`src/rtl/mem_trace_pkg.sv`:
```
// Shared widths, opcode/state enums and the packed trace record.
// Optional build macro used by trace_responder: TRACE_TIME_GATE_EN.
package mem_trace_pkg;

   localparam int TIME_W  = 12;
   localparam int OP_W    = 12;
   localparam int ADDR_W  = 36;
   localparam int ENTRY_W = TIME_W + OP_W + ADDR_W;

   typedef enum logic [OP_W-1:0] {
      OP_READ   = 12'd0,
      OP_WRITE  = 12'd1,
      OP_IFETCH = 12'd2
   } memop_e;

   typedef struct packed {
      logic [TIME_W-1:0] issue_time;
      logic [OP_W-1:0]   op;
      logic [ADDR_W-1:0] addr;
   } trace_entry_t;

   typedef enum logic {
      S_IDLE,
      S_PRESENT
   } state_e;

   // Opcodes above the last enumerated one are illegal.
   function automatic logic op_legal(input logic [OP_W-1:0] op);
      return op <= OP_IFETCH;
   endfunction

endpackage

```
`src/rtl/trace_fifo.sv`:
```
// Small power-of-two FIFO with a combinational head read.
// Simultaneous push and pop leave the occupancy unchanged.
module trace_fifo #(
   parameter int DEPTH   = 8,
   parameter int ENTRY_W = 60
) (
   input  logic               clock,
   input  logic               reset,
   input  logic               push,
   input  logic               pop,
   input  logic [ENTRY_W-1:0] wdata,
   output logic [ENTRY_W-1:0] rdata,
   output logic               full,
   output logic               empty
);

   localparam int AW = $clog2(DEPTH);

   logic [ENTRY_W-1:0] mem [DEPTH];
   logic [AW-1:0]      wr_ptr;
   logic [AW-1:0]      rd_ptr;
   logic [AW:0]        count;
   logic               do_push;
   logic               do_pop;

   assign full    = count == (AW+1)'(DEPTH);
   assign empty   = count == '0;
   assign do_push = push && !full;
   assign do_pop  = pop && !empty;
   assign rdata   = mem[rd_ptr];

   always_ff @(posedge clock) begin
      if (do_push) begin
         mem[wr_ptr] <= wdata;
      end
   end

   // Pointers are AW bits wide, so they wrap modulo DEPTH on their own.
   always_ff @(posedge clock or posedge reset) begin
      if (reset) begin
         wr_ptr <= '0;
         rd_ptr <= '0;
         count  <= '0;
      end else begin
         if (do_push) begin
            wr_ptr <= wr_ptr + 1'b1;
         end
         if (do_pop) begin
            rd_ptr <= rd_ptr + 1'b1;
         end
         unique case ({do_push, do_pop})
            2'b10:   count <= count + 1'b1;
            2'b01:   count <= count - 1'b1;
            default: count <= count;
         endcase
      end
   end

endmodule

```
`src/rtl/trace_responder.sv`:
```
// Supply side of the trace-request 4-phase handshake.
// Define TRACE_TIME_GATE_EN to hold each entry until cycle >= its time.
module trace_responder
   import mem_trace_pkg::*;
#(
   parameter int TF_MEMOP_TIME_WIDTH = 12,
   parameter int MEMOP_WIDTH         = 12,
   parameter int ADDR_WIDTH          = 36,
   parameter int DEPTH               = 8
) (
   input  logic                  clock,
   input  logic                  reset,
   input  logic [63:0]           cycle,
   input  logic                  rec_valid,
   input  logic [TF_MEMOP_TIME_WIDTH-1:0] rec_time,
   input  logic [MEMOP_WIDTH-1:0] rec_op,
   input  logic [ADDR_WIDTH-1:0] rec_addr,
   input  logic                  rec_last,
   output logic                  rec_ready,
   input  logic                  data_req,
   output logic                  data_rdy,
   output logic [TF_MEMOP_TIME_WIDTH+MEMOP_WIDTH+ADDR_WIDTH-1:0] data_read,
   output logic                  trace_done,
   output logic [15:0]           drop_count
);

   localparam int EW = TF_MEMOP_TIME_WIDTH + MEMOP_WIDTH + ADDR_WIDTH;

   state_e          state;
   state_e          state_next;
   logic            full;
   logic            empty;
   logic            accept;
   logic            legal;
   logic            push;
   logic            pop;
   logic            load;
   logic            gate_ok;
   logic            last_seen;
   logic [EW-1:0]   wdata;
   logic [EW-1:0]   head;

   assign rec_ready = !full;
   assign accept    = rec_valid && rec_ready && !last_seen;
   assign legal     = rec_op <= MEMOP_WIDTH'(OP_IFETCH);
   assign push      = accept && legal;
   assign wdata     = {rec_time, rec_op, rec_addr};

   trace_fifo #(
      .DEPTH   (DEPTH),
      .ENTRY_W (EW)
   ) u_fifo (
      .clock (clock),
      .reset (reset),
      .push  (push),
      .pop   (pop),
      .wdata (wdata),
      .rdata (head),
      .full  (full),
      .empty (empty)
   );

`ifdef TRACE_TIME_GATE_EN
   logic [TF_MEMOP_TIME_WIDTH-1:0] head_time;
   assign head_time = head[EW-1 -: TF_MEMOP_TIME_WIDTH];
   assign gate_ok   = cycle >= 64'(head_time);
`else
   logic unused_cycle;
   assign unused_cycle = ^cycle;
   assign gate_ok      = 1'b1;
`endif

   always_ff @(posedge clock or posedge reset) begin
      if (reset) begin
         state <= S_IDLE;
      end else begin
         state <= state_next;
      end
   end

   always_comb begin
      state_next = state;
      unique case (state)
         S_IDLE: begin
            if (data_req && !empty && gate_ok) begin
               state_next = S_PRESENT;
            end
         end
         S_PRESENT: begin
            if (!data_req) begin
               state_next = S_IDLE;
            end
         end
         default: state_next = S_IDLE;
      endcase
   end

   always_comb begin
      data_rdy = 1'b0;
      load     = 1'b0;
      pop      = 1'b0;
      unique case (state)
         S_IDLE: begin
            load = data_req && !empty && gate_ok;
         end
         S_PRESENT: begin
            data_rdy = 1'b1;
            pop      = !data_req;
         end
         default: begin
            data_rdy = 1'b0;
         end
      endcase
   end

   // The head is only popped once the requester releases data_req.
   always_ff @(posedge clock or posedge reset) begin
      if (reset) begin
         data_read  <= '0;
         drop_count <= '0;
         last_seen  <= 1'b0;
         trace_done <= 1'b0;
      end else begin
         if (load) begin
            data_read <= head;
         end
         if (accept && !legal && drop_count != 16'hFFFF) begin
            drop_count <= drop_count + 16'd1;
         end
         if (accept && rec_last) begin
            last_seen <= 1'b1;
         end
         if (last_seen && empty && state == S_IDLE) begin
            trace_done <= 1'b1;
         end
      end
   end

endmodule

```
`config.mk`:
```
export PLATFORM = sky130hd
export DESIGN_NAME = trace_responder
export DESIGN_NICKNAME = d
export VERILOG_FILES = /design/src/rtl/mem_trace_pkg.sv /design/src/rtl/trace_fifo.sv /design/src/rtl/trace_responder.sv
export SDC_FILE = /design/constraint.sdc
export NUM_CORES = 1
export LEC_CHECK = 0
export CAP_MARGIN = 0
export CORE_UTILIZATION = 44
export CTS_BUF_LIST = sky130_fd_sc_hd__clkbuf_4 sky130_fd_sc_hd__clkbuf_8 sky130_fd_sc_hd__clkbuf_16
export DETAILED_ROUTE_END_ITERATION = 12
export PLACE_DENSITY = 0.71
export SLEW_MARGIN = 20
export SYNTH_ARGS = -nofsm -noshare
export SYNTH_HDL_FRONTEND = slang
export SYNTH_SLANG_ARGS = --single-unit
```
`constraint.sdc`:
```
create_clock -name clock -period 19.41 [get_ports clock]
set_clock_uncertainty 0.15 [all_clocks]
set_input_delay 1.941 -clock clock [delete_from_list [all_inputs] [get_ports clock]]
set_output_delay 1.941 -clock clock [all_outputs]
set_load 0.03 [all_outputs]
```
==> impl_metrics.toml <==
[run_status]
status = "finished clean"

[critical_path]
worstSetupPathType = "in2reg"
cp_max_fo = 47
worstPathRequired_ns = 19.48
cp-start-kind = "input port"
ff2ff_setup_slack_ns = 15.95
rr_worst_depth = 6
endpoint_kind = "flip-flop"
worstReg2RegEnd = "u_fifo.mem[5][38]$_DFFE_PP_"
arrival_ns = 5.33
reg2reg_from = "u_fifo.count[1]$_DFFE_PP0P_"

[timing]
fin_setup_tns_ns = 0
hold_viol = 0
finalCritPeriodShare = 0.2711
rsz0062_at_grt = "no"
fin_crit_ns = 5.262
maxSlewHeadroom = 0.2657
max_freq_mhz = 190.0
slew_viol_final = 0
setup_violations = 0
worstMarginPinSlew_ns = 1.101

[pwr]
p_leak_nw = 8.227
p_per_area_nw_per_um2 = 100.2
peakVddDrop_v = 0.00007330
power_w = 0.002567

[cells_and_area]
fin_nets = 1334
drive_above_1_share = 0.2071
fillCellCount = 3648
instances_no_fill = 1861
antenna_cells = 0
areaGrowthSynthToFinish_pct = 19.37

[clock_network]
root_buffer = "clkbuf_16"
path_clk_slew_ns = 0.06
h-tree-depth = 2
clk_latency_ns = 0.60
cts_hold_buf = 0
cts.sinks = 569
cts_tree = "yes"
post_cts_resized = 0
clk_path_buf_depth = 3
cts_setup_buffers = 0
numCtsBuffers = 56

[logic_synthesis]
syn_nets = 1165
yosysTopAreaCell = "edfxtp_1"
ys_ff_latch = 569
synthCells = 1030
synth_top_area_share = 0.6719
synth.avg_cell_area_sq_um = 20.83
ys_seq_area_frac = 0.7757
ys_warn_count = 0
ys_top_cells_by_area = "edfxtp_1 67%, mux4_2 13%, dfrtp_1 10%, mux2i_1 2.8%, a21oi_1 1.4%"
synth_cell_type_count = 39
synth.cell_area_sq_um = 21450

[route]
wl_um = 42800
drc = 0
post_drt_via_cell_ratio = 5.490
drt_iter0_drc = 691
dr.pass1.iters = 5
vias = 10217
ant_nets = 0
wl_per_cell_um = 23.00

[floorplanning]
ios = 208
start_util = 0.4474
die_area_sq_um = 49640
dieHeight_um = 222.8
die_x_um = 222.8
num_rows = 80
fp.coreArea_sq_um = 47950

[place]
dp_cells = 1756
hpwl_um = 21850
place_congestion = 0.7752
portBuffers = 143

[global_routing]
gr-max-usage-layer = "met2"
grt_max_degree = 97
antenna_found_initial = 4
grt_use_met1 = 0.2404
grt_usage = 0.1780
grt_use_met2 = 0.2970
grt-ovfl-total = 0
grt_pass1_vias = 10859
grt_pass1_wl_um = 66030
use_met3 = 0.03914

[run]
max-cap-violations = 0

[worst_hold_path]
hold_path_class = "reg2reg"
worstHoldStart = "u_fifo.count[3]$_DFFE_PP0P_"
whs_path_depth = 1
min_delay_worst_endpoint = "u_fifo.count[3]$_DFFE_PP0P_"
area by class of cell:
type	instances	area, sq um	area share
clock buffer	83	1678	0.06552
clock inverter	22	275.3	0.01075
inverter	4	17.52	0.0006841
multi-input combinational	408	4643	0.1813
sequential	569	16650	0.6503
tap	615	769.5	0.03005
timing repair buffer	160	1572	0.06137
power by group:
part | switching (W) | internal [W] | leakage (nW)
clock | 0.000443 | 0.000678 | 0.967
combinational | 0.0000553 | 0.0000396 | 1.87
sequential | 0.0000130 | 0.00134 | 5.39
worst max-delay path, cell delays in order:
cell and delay, ns:
clkdlybuf4s50_1 0.60, nor4_1 0.66, and3_1 0.26, and2_1 0.25
nand2_1 0.26, nor2_4 0.55, buf_4 0.78
synth_stat cells (all sizes together):
| library cell | count |
|---|---|
| edfxtp | 480 |
| mux4 | 120 |
| dfrtp | 89 |
| nor2 | 68 |
| a21oi | 62 |
| mux2i | 60 |
| clkbuf | 31 |
| buf | 18 |
| nand2 | 12 |
| xnor2 | 11 |
| xor2 | 11 |
| nand4 | 9 |
| nor3 | 8 |
| ha | 6 |
| nand3 | 6 |
| mux2 | 5 |
| nor4 | 5 |
| nor2b | 4 |
| and3 | 3 |
| inv | 3 |
| nand2b | 3 |
| a21o | 2 |
| and4 | 2 |
| nor3b | 2 |
| a211oi | 1 |
| a31oi | 1 |
| and2 | 1 |
| and2b | 1 |
| and3b | 1 |
| clkinv | 1 |
| o21ai | 1 |
| o32a | 1 |
| or4 | 1 |
| or4b | 1 |
per-stage QoR:
stage                     worst slack [ns]  instance area (sq um)    util  hold slack [ns]
after floorplan                      10.12                  21450       -           0.2925
after global placement               13.53                  23650  0.4933           0.3237
after detailed placement             13.45                  23650  0.4933           0.3347
after CTS                            14.05                  25610  0.5341           0.3471
after global routing                 13.92                  25610  0.5341           0.3624
final                                14.15                  25610  0.5341           0.3419
cells in the final DEF (no fill, tap or decap), types with 6 or more instances in the layout:
| cell type | instances |
|---|---|
| a21oi_1 | 62 |
| buf_4 | 16 |
| bufinv_16 | 6 |
| clkbuf_16 | 57 |
| clkbuf_4 | 17 |
| clkbuf_8 | 9 |
| clkdlybuf4s50_1 | 143 |
| clkinv_1 | 6 |
| dfrtp_1 | 86 |
| edfxtp_1 | 480 |
| ha_1 | 6 |
| mux2i_1 | 60 |
| mux4_2 | 120 |
| nand2_1 | 12 |
| nand3_1 | 6 |
| nand4_1 | 9 |
| nor2_1 | 65 |
| xnor2_1 | 11 |
| xor2_1 | 11 |
worst max-delay path by stage:
stage / start / endpoint / slack (ns) / cells past startpoint
CTS: rec_op[6] / u_fifo.mem[5][51]$_DFFE_PP_ / 14.05 / 7
floorplan: rec_op[3] / u_fifo.mem[0][0]$_DFFE_PP_ / 10.12 / 5
finish: rec_op[6] / u_fifo.mem[5][38]$_DFFE_PP_ / 14.15 / 7
global placement: rec_op[3] / u_fifo.mem[5][31]$_DFFE_PP_ / 13.53 / 7
global route: rec_op[6] / u_fifo.mem[5][45]$_DFFE_PP_ / 13.92 / 7
detailed placement: rec_op[6] / u_fifo.mem[5][40]$_DFFE_PP_ / 13.45 / 7
kinds of logic (layout without fill, tap and decap cells):
logic type	Yosys count	count (layout)	synth area share
DFF	569	569	0.7757
muxes	185	185	0.1568
and+or+nand+nor	127	127	0.02817
AOI/OAI and AO/OA	68	68	0.01651
buffers and inverters	53	269	0.01032
xor gates and xnor gates	22	22	0.008982
adders and majority gates	6	6	0.003499
layer usage:
metal  routed length (um)  share of wire
met5                   55         0.0013
met4                  712          0.017
met3                 2334          0.055
met2                21300           0.50
met1                18400           0.43
state kept, by name (all words and copies together), names as in the netlist:
signal         flops
last_seen          1
u_fifo.count       4
u_fifo.wr_ptr      3
u_fifo.rd_ptr      3
u_fifo.mem       480
data_read         60
trace_done         1
state              1
drop_count        16
No activity file was read; power rests on OpenSTA's default activity.
